$ cat config.mk
export PLATFORM = sky130hd
export DESIGN_NAME = pipeline_control_unit
export DESIGN_NICKNAME = d
export VERILOG_FILES = /design/src/rtl/pipeline_control_unit_pkg.sv /design/src/rtl/pipeline_control_unit_counter.sv /design/src/rtl/pipeline_control_unit.sv
export SDC_FILE = /design/constraint.sdc
export NUM_CORES = 1
export LEC_CHECK = 0
export CORE_UTILIZATION = 50
export CTS_BUF_LIST = sky130_fd_sc_hd__clkbuf_4 sky130_fd_sc_hd__clkbuf_8
export CTS_CLUSTER_SIZE = 20
export DETAILED_ROUTE_END_ITERATION = 7
export PLACE_DENSITY = 0.85
export SYNTH_ARGS = -nofsm -noshare
export SYNTH_HDL_FRONTEND = slang
export SYNTH_SLANG_ARGS = --single-unit
$ cat constraint.sdc
create_clock -name i_clk -period 2 [get_ports i_clk]
set_input_delay 0.4 -clock i_clk [delete_from_list [all_inputs] [get_ports i_clk]]
set_output_delay 0.4 -clock i_clk [all_outputs]
set_load 0.02 [all_outputs]
$ cat src/rtl/pipeline_control_unit_pkg.sv
// ---------------------------------------------------------------------------
// Module : pipeline_control_unit_pkg
// Brief  : Shared state encoding and sizing helper for the pipeline control
//          unit and its counter sub-block.
// Rev    : 1.0  initial release
// ---------------------------------------------------------------------------
`default_nettype none

package pipeline_control_unit_pkg;

  // Run FSM states; the numeric values are visible on the debug readout port.
  typedef enum logic [2:0] {
    ST_IDLE   = 3'd0,
    ST_RUN    = 3'd1,
    ST_STEP   = 3'd2,
    ST_DRAIN  = 3'd3,
    ST_HALTED = 3'd4
  } pcu_state_e;

  // Bits needed to hold values 0..max_val (at least one bit).
  function automatic int cnt_width(input int max_val);
    cnt_width = (max_val < 1) ? 1 : $clog2(max_val + 1);
  endfunction

endpackage

`default_nettype wire

$ cat src/rtl/pipeline_control_unit_counter.sv
// ---------------------------------------------------------------------------
// Module : pipeline_control_unit_counter
// Brief  : Small load / increment / decrement counter. Increment saturates
//          at SAT_MAX, decrement saturates at zero; load has priority.
// Ports  : i_clk, i_rst (async, active-high), i_load, i_load_val, i_inc,
//          i_dec, o_zero (count == 0), o_sat (count == SAT_MAX)
// Rev    : 1.0  initial release
// ---------------------------------------------------------------------------
`default_nettype none

module pipeline_control_unit_counter #(
  parameter int WIDTH   = 4,
  parameter int SAT_MAX = 15
) (
  input  logic             i_clk,
  input  logic             i_rst,
  input  logic             i_load,
  input  logic [WIDTH-1:0] i_load_val,
  input  logic             i_inc,
  input  logic             i_dec,
  output logic             o_zero,
  output logic             o_sat
);

  localparam logic [WIDTH-1:0] c_sat = WIDTH'(SAT_MAX);

  logic [WIDTH-1:0] r_count;

  always_ff @(posedge i_clk or posedge i_rst) begin
    if (i_rst) begin
      r_count <= '0;
    end else if (i_load) begin
      r_count <= i_load_val;
    end else if (i_inc && (r_count != c_sat)) begin
      r_count <= r_count + WIDTH'(1);
    end else if (i_dec && (r_count != '0)) begin
      r_count <= r_count - WIDTH'(1);
    end
  end

  assign o_zero = (r_count == '0);
  assign o_sat  = (r_count == c_sat);

endmodule

`default_nettype wire

$ cat src/rtl/pipeline_control_unit.sv
// ---------------------------------------------------------------------------
// Module : pipeline_control_unit
// Brief  : Sequences the 5-stage pipeline: merges hazard stalls, ID-stage
//          redirects and debug run/step/halt into per-stage enables, flush
//          and bubble controls. Owns the run FSM, HALT drain and a stall
//          watchdog.
// Ports  : i_clk, i_rst (async, active-high)
//          i_start, i_step            debug run / single-step pulses
//          i_stall_req                hazard stall (same-cycle)
//          i_jump_taken               ID-stage redirect
//          i_halt_decoded             HALT opcode in ID
//          o_pc_write, o_if_id_write  front-end register enables
//          o_if_id_flush              zero IF_ID on next edge
//          o_id_ex_bubble             NOP into ID_EX on next edge
//          o_pipe_en                  enable for ID_EX / EX_MEM / MEM_WB
//          o_halted                   pipeline drained (registered)
//          o_stall_timeout            sticky watchdog error (registered)
//          o_state                    FSM state for debug readout
// Config : PIPE_CTRL_STATS_EN adds o_cycle_cnt / o_stall_cnt statistics.
// Rev    : 1.0  initial release
// ---------------------------------------------------------------------------
`default_nettype none

module pipeline_control_unit
  import pipeline_control_unit_pkg::*;
#(
  parameter int DRAIN_CYCLES = 4,
  parameter int MAX_STALL    = 16,
  parameter int CNT_W        = 32
) (
  input  logic       i_clk,
  input  logic       i_rst,
  input  logic       i_start,
  input  logic       i_step,
  input  logic       i_stall_req,
  input  logic       i_jump_taken,
  input  logic       i_halt_decoded,
  output logic       o_pc_write,
  output logic       o_if_id_write,
  output logic       o_if_id_flush,
  output logic       o_id_ex_bubble,
  output logic       o_pipe_en,
  output logic       o_halted,
  output logic       o_stall_timeout,
  output logic [2:0] o_state
`ifdef PIPE_CTRL_STATS_EN
  ,
  output logic [CNT_W-1:0] o_cycle_cnt,
  output logic [CNT_W-1:0] o_stall_cnt
`endif
);

  localparam int c_drain_w = cnt_width(DRAIN_CYCLES);
  localparam int c_wd_w    = cnt_width(MAX_STALL);
  // The counter is checked for zero while in DRAIN, so loading N-1 gives N
  // drain cycles.
  localparam logic [c_drain_w-1:0] c_drain_load = c_drain_w'(DRAIN_CYCLES - 1);

  pcu_state_e r_state;
  logic       r_halted;
  logic       r_timeout;

  logic w_run_like;
  logic w_halt_go;
  logic w_drain_zero;
  logic w_wd_sat;
  logic w_wd_inc;
  logic w_unused_drain_sat;
  logic w_unused_wd_zero;

  assign w_run_like = (r_state == ST_RUN) || (r_state == ST_STEP);
  // HALT seen under a stall is not acted on; it re-presents once the stall clears.
  assign w_halt_go  = w_run_like && i_halt_decoded && !i_stall_req;
  assign w_wd_inc   = o_pipe_en && i_stall_req;

  // Stage controls are combinational so a stall takes effect in the same cycle.
  always_comb begin
    o_pc_write     = 1'b0;
    o_if_id_write  = 1'b0;
    o_if_id_flush  = 1'b0;
    o_id_ex_bubble = 1'b0;
    o_pipe_en      = 1'b0;
    case (r_state)
      ST_RUN, ST_STEP: begin
        o_pipe_en = 1'b1;
        if (i_stall_req) begin
          // Stall beats jump: the redirect is re-presented next cycle.
          o_id_ex_bubble = 1'b1;
        end else begin
          o_pc_write    = 1'b1;
          o_if_id_write = 1'b1;
          o_if_id_flush = i_jump_taken;
        end
      end
      ST_DRAIN: begin
        o_pipe_en      = 1'b1;
        o_id_ex_bubble = 1'b1;
      end
      default: ;
    endcase
  end

  always_ff @(posedge i_clk or posedge i_rst) begin
    if (i_rst) begin
      r_state   <= ST_IDLE;
      r_halted  <= 1'b0;
      r_timeout <= 1'b0;
    end else begin
      r_halted  <= (r_state == ST_HALTED);
      r_timeout <= r_timeout | w_wd_sat;
      case (r_state)
        ST_IDLE: begin
          if (i_start) begin
            r_state <= ST_RUN;
          end else if (i_step) begin
            r_state <= ST_STEP;
          end
        end
        ST_RUN: begin
          if (w_halt_go) begin
            r_state <= ST_DRAIN;
          end
        end
        ST_STEP: begin
          r_state <= w_halt_go ? ST_DRAIN : ST_IDLE;
        end
        ST_DRAIN: begin
          if (w_drain_zero) begin
            r_state <= ST_HALTED;
          end
        end
        ST_HALTED: ;
        default: r_state <= ST_IDLE;
      endcase
    end
  end

  pipeline_control_unit_counter #(
    .WIDTH   (c_drain_w),
    .SAT_MAX (DRAIN_CYCLES)
  ) u_drain_cnt (
    .i_clk      (i_clk),
    .i_rst      (i_rst),
    .i_load     (w_halt_go),
    .i_load_val (c_drain_load),
    .i_inc      (1'b0),
    .i_dec      (r_state == ST_DRAIN),
    .o_zero     (w_drain_zero),
    .o_sat      (w_unused_drain_sat)
  );

  // Watchdog: cleared by any stall-free cycle, counts enabled stall cycles.
  pipeline_control_unit_counter #(
    .WIDTH   (c_wd_w),
    .SAT_MAX (MAX_STALL)
  ) u_watchdog (
    .i_clk      (i_clk),
    .i_rst      (i_rst),
    .i_load     (!i_stall_req),
    .i_load_val ('0),
    .i_inc      (w_wd_inc),
    .i_dec      (1'b0),
    .o_zero     (w_unused_wd_zero),
    .o_sat      (w_wd_sat)
  );

`ifdef PIPE_CTRL_STATS_EN
  logic [CNT_W-1:0] r_cycle_cnt;
  logic [CNT_W-1:0] r_stall_cnt;

  // Both counters advance only on enabled cycles, so they freeze in IDLE/HALTED.
  always_ff @(posedge i_clk or posedge i_rst) begin
    if (i_rst) begin
      r_cycle_cnt <= '0;
      r_stall_cnt <= '0;
    end else begin
      if (o_pipe_en) begin
        r_cycle_cnt <= r_cycle_cnt + CNT_W'(1);
      end
      if (w_wd_inc) begin
        r_stall_cnt <= r_stall_cnt + CNT_W'(1);
      end
    end
  end

  assign o_cycle_cnt = r_cycle_cnt;
  assign o_stall_cnt = r_stall_cnt;
`else
  localparam int c_unused_cnt_w = CNT_W;
`endif

  assign o_halted        = r_halted;
  assign o_stall_timeout = r_timeout;
  assign o_state         = r_state;

endmodule

`default_nettype wire
==> metrics.md, run 1 <==
| Metric | Value |
|---|---|
| Port buffer count | `16` |
| Syn nets | `90` |
| Post-synth top area share | `43.5%` |
| Measured slew at the worst slew-check pin | `493 ps` |
| Total number of vias | `630` |
| Max cap viols | `0` |
| RSZ-0062 raised after global routing | `false` |
| DR iter-0 viols | `19` |
| Relative slew slack | `67.1%` |
| Proportion of layout cells with a drive suffix above 1 | `12.0%` |
| Max IR drop VDD | `0.000641 V` |
| Netlist cell types | `32` |
| FFs w/ async S/R, synth | `100%` |
| Overall global routing resource usage | `22.3%` |
| Largest stage delay, worst path | `400 ps` |
| Die width | `40.7 um` |
| Critical path endpoint category | `primary output` |
| Initial antenna violation count | `0` |
| Area of the die | `1660 um2` |
| Post-Synthesis Cells | `79` |
| Nets | `112` |
| CTS max path bufs | `2` |
| Core area | `1350 um2` |
| DP Area | `937 um2` |
| Critical path type | `flop to primary output` |
| TritonCTS Buffers | `3` |
| Clk sinks | `13` |
| Vias per Instance | `5.48` |
| First-pass GRT wire length | `2380 um` |
| Clk_lat worst skew | `280 ps` |
| Setup bufs post-CTS | `0` |
| Antenna fix cells | `0` |
| Worst path cell trace | `xor2_1 > and3_1 > dlygate4sd2_1` |
| Leak | `0.000443 uW` |
| Fin area | `953 um2` |
| Clock skew | `3.64 ps` |
| Tcrit/Tclk final | `92.4%` |
| Placer congestion estimate | `0.839` |
| Total wire length | `1490 um` |
| Critical path's slowest cell | `dfrtp_1` |
| Ys flop type | `dfrtp_1` |
| Post-synth EDFFs | `0` |
| Clock transition at path regs | `80 ps` |
| DP Cell Count | `111` |
| Die height | `40.7 um` |
| Initial Util | `55.4%` |
| Power per cell area | `1370 nW/um2` |
| Grt ovf | `0` |
| Fmax | `541 MHz` |
| Syn_area_per_cell | `9.47 um2` |
| Status | `finished clean` |
| DP Wirelength | `1130 um` |
| Synth Warn # | `0` |
| Crit start category | `flop` |
| Clk root buf | `clkbuf_4` |
| Largest cells by area after synthesis | `dfrtp_1, ha_1, inv_1` |
| Yosys reg bits | `13` |
| WL per Instance | `13.0 um` |
| Post-synth top cells | `dfrtp_1, inv_1, o21ai_0, a21oi_1, ha_1` |
| Setup violators final | `0` |
| Vias in the first global route | `545` |
| Area Growth Syn to Fin | `27.4%` |
| Final Non-Filler Cells | `115` |
| FP Rows | `13` |
| Worst Path Arrival | `1450 ps` |
| CTS tree | `built` |
| Tmin final | `1850 ps` |
| DRT antenna net count | `0` |
| CP required | `1600 ps` |
| Sum Neg Setup Slack | `0 ps` |
| Worst hold path class | `input port to async pin` |
| DR pass1 iterations | `4` |
| DR DRC count | `0` |
| Largest net degree at the start of global routing | `14` |
| Sequential-to-total area share from yosys stat | `43.5%` |
| # fillers | `111` |
| Final hold violation count | `0` |
| Slew Limit Fails | `0` |
| Synth area leader | `dfrtp_1` |
| Worst hold slack | `435 ps` |
| Total I/O pin count | `17` |
| Max FO, Critical Path | `3` |
| H-Tree Depth | `1` |
| Most frequent cell after synthesis | `dfrtp_1` |
| Synthesized area | `748 um2` |
[timing repair]
action / 4_1_cts / 5_1_grt
cloned: 0 / 0
setup endpoints to repair: 5 / 1
hold buffers: 0 / 0
pin swaps: 0 / 0
gates resized for setup: 6 / 2
[cells by family (layout without fill, tap and decap cells)]
kind of cell	Yosys count	in the layout	share of synthesized area [%]
AO/OA/AOI/OAI	22	22	19.1
XOR/XNOR	1	1	1.17
adder cells (fa/ha/maj)	4	4	6.69
buffers and inverters	14	35	8.19
flip-flops	13	13	43.5
multiplexers	1	1	1.34
AND/OR/NAND/NOR	24	24	20.1
[state kept, by name, summed over array words and instances (netlist names)]
register	flops
u_watchdog.r_count	5
o_state	3
u_drain_cnt.r_count	3
o_halted	1
o_stall_timeout	1
[power breakdown]
| group | leakage [uW] | switching, uW | internal (uW) |
|---|---|---|---|
| sequential | 0.000167 | 63.1 | 344 |
| clock | 0.0000177 | 88.2 | 74.2 |
| combinational | 0.000259 | 416 | 325 |
[through the flow]
step	power [uW]	setup slack (ps)	util, %
final	1310	152	70.6
after global routing	1430	79.0	70.6
after CTS	1320	40.6	70.9
after detailed placement	1200	-345	69.4
after global placement	1160	-295	69.4
after floorplan	911	229	-
[layout by cell type (no fill, tap or decap), types with 4 or more instances in the layout]
master,Yosys,routed
dfrtp_1,13,13
dlygate4sd2_1,0,5
buf_4,2,4
inv_1,11,11
ha_1,4,4
o21ai_0,8,8
clkdlybuf4s50_1,0,10
a21oi_1,4,4
[area by class of cell]
class                           instances  area, um2  area share, %
Tap cell                               15       18.8           1.97
Sequential cell                        13        325           34.1
Multi-Input combinational cell         52        362           37.9
Inverter                               11       41.3           4.33
Clock inverter                          1       5.00          0.525
Timing Repair Buffer                   20        179           18.8
Clock buffer                            3       22.5           2.36
[final timing paths]
path	endpoint	start	slack, ps	cells past startpoint
setup / recovery	o_if_id_write	o_state[0]$_DFFE_PP0P_	150	3
hold / removal	o_stall_timeout$_DFF_PP0_	i_rst	440	2
setup reg to reg	u_watchdog.r_count[2]$_DFFE_PP0P_	u_watchdog.r_count[0]$_DFFE_PP0P_	460	5
hold reg to reg	o_stall_timeout$_DFF_PP0_	o_stall_timeout$_DFF_PP0_	490	1
max in group asynchronous	u_drain_cnt.r_count[1]$_DFFE_PP0P_	i_rst	1230	2
min in group i_clk	o_stall_timeout$_DFF_PP0_	o_stall_timeout$_DFF_PP0_	490	1
[layer usage]
layer	routed length (um)	global-route usage (%)	up-vias
li1	-	-	320
met1	725	30.4	291
met2	695	33.7	15
met3	50	4.89	4
met4	21	10.0	0
met5	0	0	-
[worst max-delay path, delay by kind of cell, from the launching register on]
family                 cells  cell delay (ps)
buffers and inverters      1              340
XOR/XNOR                   1              220
AND/OR/NAND/NOR            1              210
flip-flops                 1              400
No activity file was read; power rests on OpenSTA's default activity.
==> run 2, diff against run 1 <==
- CORE_MARGIN: unset -> 5
- CTS_BUF_LIST: sky130_fd_sc_hd__clkbuf_4 sky130_fd_sc_hd__clkbuf_8 -> sky130_fd_sc_hd__clkbuf_2 sky130_fd_sc_hd__clkbuf_4 sky130_fd_sc_hd__clkbuf_8
==> run 2 against run 1 <==
Against the previous run: worst setup slack got worse by 53 ps; first-iteration DRC count fell by 79%; cell count up 1.7%; combinational power barely moved; maximum frequency down 2.8%; via count is 1.6% lower; sequential cell count did not move; register-to-register slack barely moved; global-route usage decreased by 9.1 points; critical path type unchanged; highest routed layer unchanged.
==> metrics.md, run 2 (synthesis gave the netlist of run 1 again) <==
| Metric | Value |
|---|---|
| Status | `finished clean` |
| FF-to-FF End | `u_watchdog.r_count[2]$_DFFE_PP0P_` |
| Total I/O pin count | `17 (unchanged)` |
| Worst path cell trace | `xor2_1 > and3_1 > and2_1 > dlygate4sd2_1` |
| Family with the most delay on the worst path | `flip-flops` |
| Total wire length | `1480 um (-1.2%)` |
| Leak | `0.000451 uW (+1.8%)` |
| DP Area | `946 um2 (+0.93%)` |
| Critical path type | `flop to primary output` |
| Max reg flops | `5 (unchanged)` |
| Final core area utilization | `66.4% (-4.2 points)` |
| Max cap viols | `0 (unchanged)` |
| Int Pwr | `746 uW (+0.36%)` |
| Most frequent cells in the layout | `dfrtp_1, inv_1, clkdlybuf4s50_1` |
| Antenna fix cells | `0 (unchanged)` |
| Grt ovf | `0 (unchanged)` |
| Clk root buf | `clkbuf_4` |
| CTS max path bufs | `2 (unchanged)` |
| Clk_lat worst skew | `270 ps (about the same)` |
| Worst Path Buf+Inv | `1 (unchanged)` |
| Critical path's slowest cell | `dfrtp_1` |
| TritonCTS Buffers | `3 (unchanged)` |
| Worst hold path class | `input port to async pin` |
| Proportion of layout cells with a drive suffix above 1 | `11.9% (-0.12 points)` |
| Measured slew at the worst slew-check pin | `481 ps (-11.8 ps)` |
| Fmax | `526 MHz (-2.8%)` |
| H-Tree Depth | `1 (unchanged)` |
| Power per cell area | `1360 nW/um2 (-1.2%)` |
| Tcrit/Tclk final | `95.0% (+2.6 points)` |
| DRT antenna net count | `0 (unchanged)` |
| Comb pwr share | `56.6% (about the same)` |
| Reg with most FFs | `u_watchdog.r_count` |
| R2r startpoint | `o_state[2]$_DFFE_PP0P_` |
| First-pass GRT wire length | `2480 um (+4.4%)` |
| Max FO, Critical Path | `3 (unchanged)` |
| Nets | `113 (+0.89%)` |
| Initial Util | `51.5% (-4.0 points)` |
| Port buffer count | `16 (unchanged)` |
| Sum Neg Setup Slack | `0 ps (unchanged)` |
| DP Wirelength | `1160 um (+2.4%)` |
| Vias per Instance | `5.30 (-3.3%)` |
| CP required | `1600 ps (about the same)` |
| CTS tree | `built` |
| FP Rows | `14 (+1)` |
| Area of the die | `2370 um2 (+43%)` |
| Critical path endpoint category | `primary output` |
| Switching power share of the total | `43.1% (-0.14 points)` |
| Worst hold slack | `433 ps (-2.84 ps)` |
| Placer congestion estimate | `0.798 (-5.0%)` |
| Clock share of power | `12.2% (-0.2 points)` |
| Total number of vias | `620 (-1.6%)` |
| Area Growth Syn to Fin | `29.1%` |
| DR DRC count | `0 (unchanged)` |
| # fillers | `130 (+17%)` |
| WL per Instance | `12.6 um (-2.9%)` |
| Seq pwr share | `31.1% (about the same)` |
| Max IR drop VDD | `0.000657 V (+2.6%)` |
| Die height | `48.7 um (+20%)` |
| Relative slew slack | `67.9% (+0.79 points)` |
| Crit start category | `flop` |
| Slew Limit Fails | `0 (unchanged)` |
| Largest net degree at the start of global routing | `14 (unchanged)` |
| Die width | `48.7 um (+20%)` |
| Clk sinks | `13 (unchanged)` |
| Clock transition at path regs | `80 ps (about the same)` |
| Core area | `1450 um2 (+7.7%)` |
| Reg2Reg Depth | `4 (-1)` |
| Tmin final | `1900 ps (+52.5 ps)` |
| Setup violators final | `0 (unchanged)` |
| Fin area | `966 um2 (+1.3%)` |
| Clock skew | `0.961 ps (-2.68 ps)` |
| RSZ-0062 raised after global routing | `false` |
| NetSw | `566 uW (-0.23%)` |
| DR pass1 iterations | `4 (unchanged)` |
| Hold Buf Count CTS | `0 (unchanged)` |
| Overall global routing resource usage | `13.3% (-9.1 points)` |
| DR iter-0 viols | `4 (-15)` |
| Commonest non-fill, non-tap cell in the layout | `dfrtp_1` |
| Vias in the first global route | `554 (+1.7%)` |
| Worst Path Arrival | `1500 ps (+50 ps)` |
| Largest stage delay, worst path | `390 ps (about the same)` |
| R2r setup slk | `470 ps (about the same)` |
| Initial antenna violation count | `0 (unchanged)` |
| Final hold violation count | `0 (unchanged)` |
==> run 2: cell types whose count changed in the layout (fill, tap and decap cells not counted) <==
cell / change
clkbuf_2: -1
buf_4: +1
dlygate4sd2_1: +1
==> run 2: layout make-up <==
| type | count | area, um2 | area share [%] |
|---|---|---|---|
| multi-input cells | 52 | 362 | 37.4 |
| flip-flops and latches | 13 | 325 | 33.7 |
| repair buffers | 21 | 190 | 19.7 |
| inverters | 11 | 41.3 | 4.27 |
| clock buffers | 3 | 22.5 | 2.33 |
| well taps | 16 | 20.0 | 2.07 |
| clock inverters | 1 | 5.00 | 0.518 |
==> run 2: stage by stage <==
step                setup slack (ps)  std cells  total power, uW
floorplan                        229         79              911
CTS                             76.6        117             1330
finish                          99.1        117             1310
global route                    5.09        117             1420
detailed placement              -291        113             1210
global placement                -245        113             1170
==> run 2: power groups by stage <==
stage,clock network [uW],logic (uW),registers [uW]
floorplan,0,469,442
global placement,0,766,406
detailed placement,0,792,414
CTS,166,753,408
global route,176,824,422
finish,161,743,409
==> run 2: worst max-delay path by stage <==
stage / endpoint / startpoint / cells past startpoint / slack [ps]
2_1_floorplan: o_if_id_flush / o_state[0]$_DFFE_PP0P_ / 4 / 230
3_5_place_dp: o_if_id_flush / i_stall_req / 5 / -290
3_3_place_gp: o_if_id_flush / i_stall_req / 5 / -250
5_1_grt: o_if_id_flush / o_state[2]$_DFFE_PP0P_ / 4 / 5
6_report: o_if_id_flush / o_state[0]$_DFFE_PP0P_ / 4 / 100
4_1_cts: o_if_id_flush / o_state[0]$_DFFE_PP0P_ / 4 / 80
==> run 2: routing by layer <==
metal  part of all wire (%)  GRT usage, %
met1                     48          17.2
met2                     45          19.3
met3                    4.8          2.76
met4                    2.2          9.42
met5                      0             0
==> run 2: repair_timing <==
action,in CTS,in global routing
resized for setup,6,0
buffers inserted,0,0
endpoints found under the hold margin,0,0
endpoints found under the setup margin,5,0
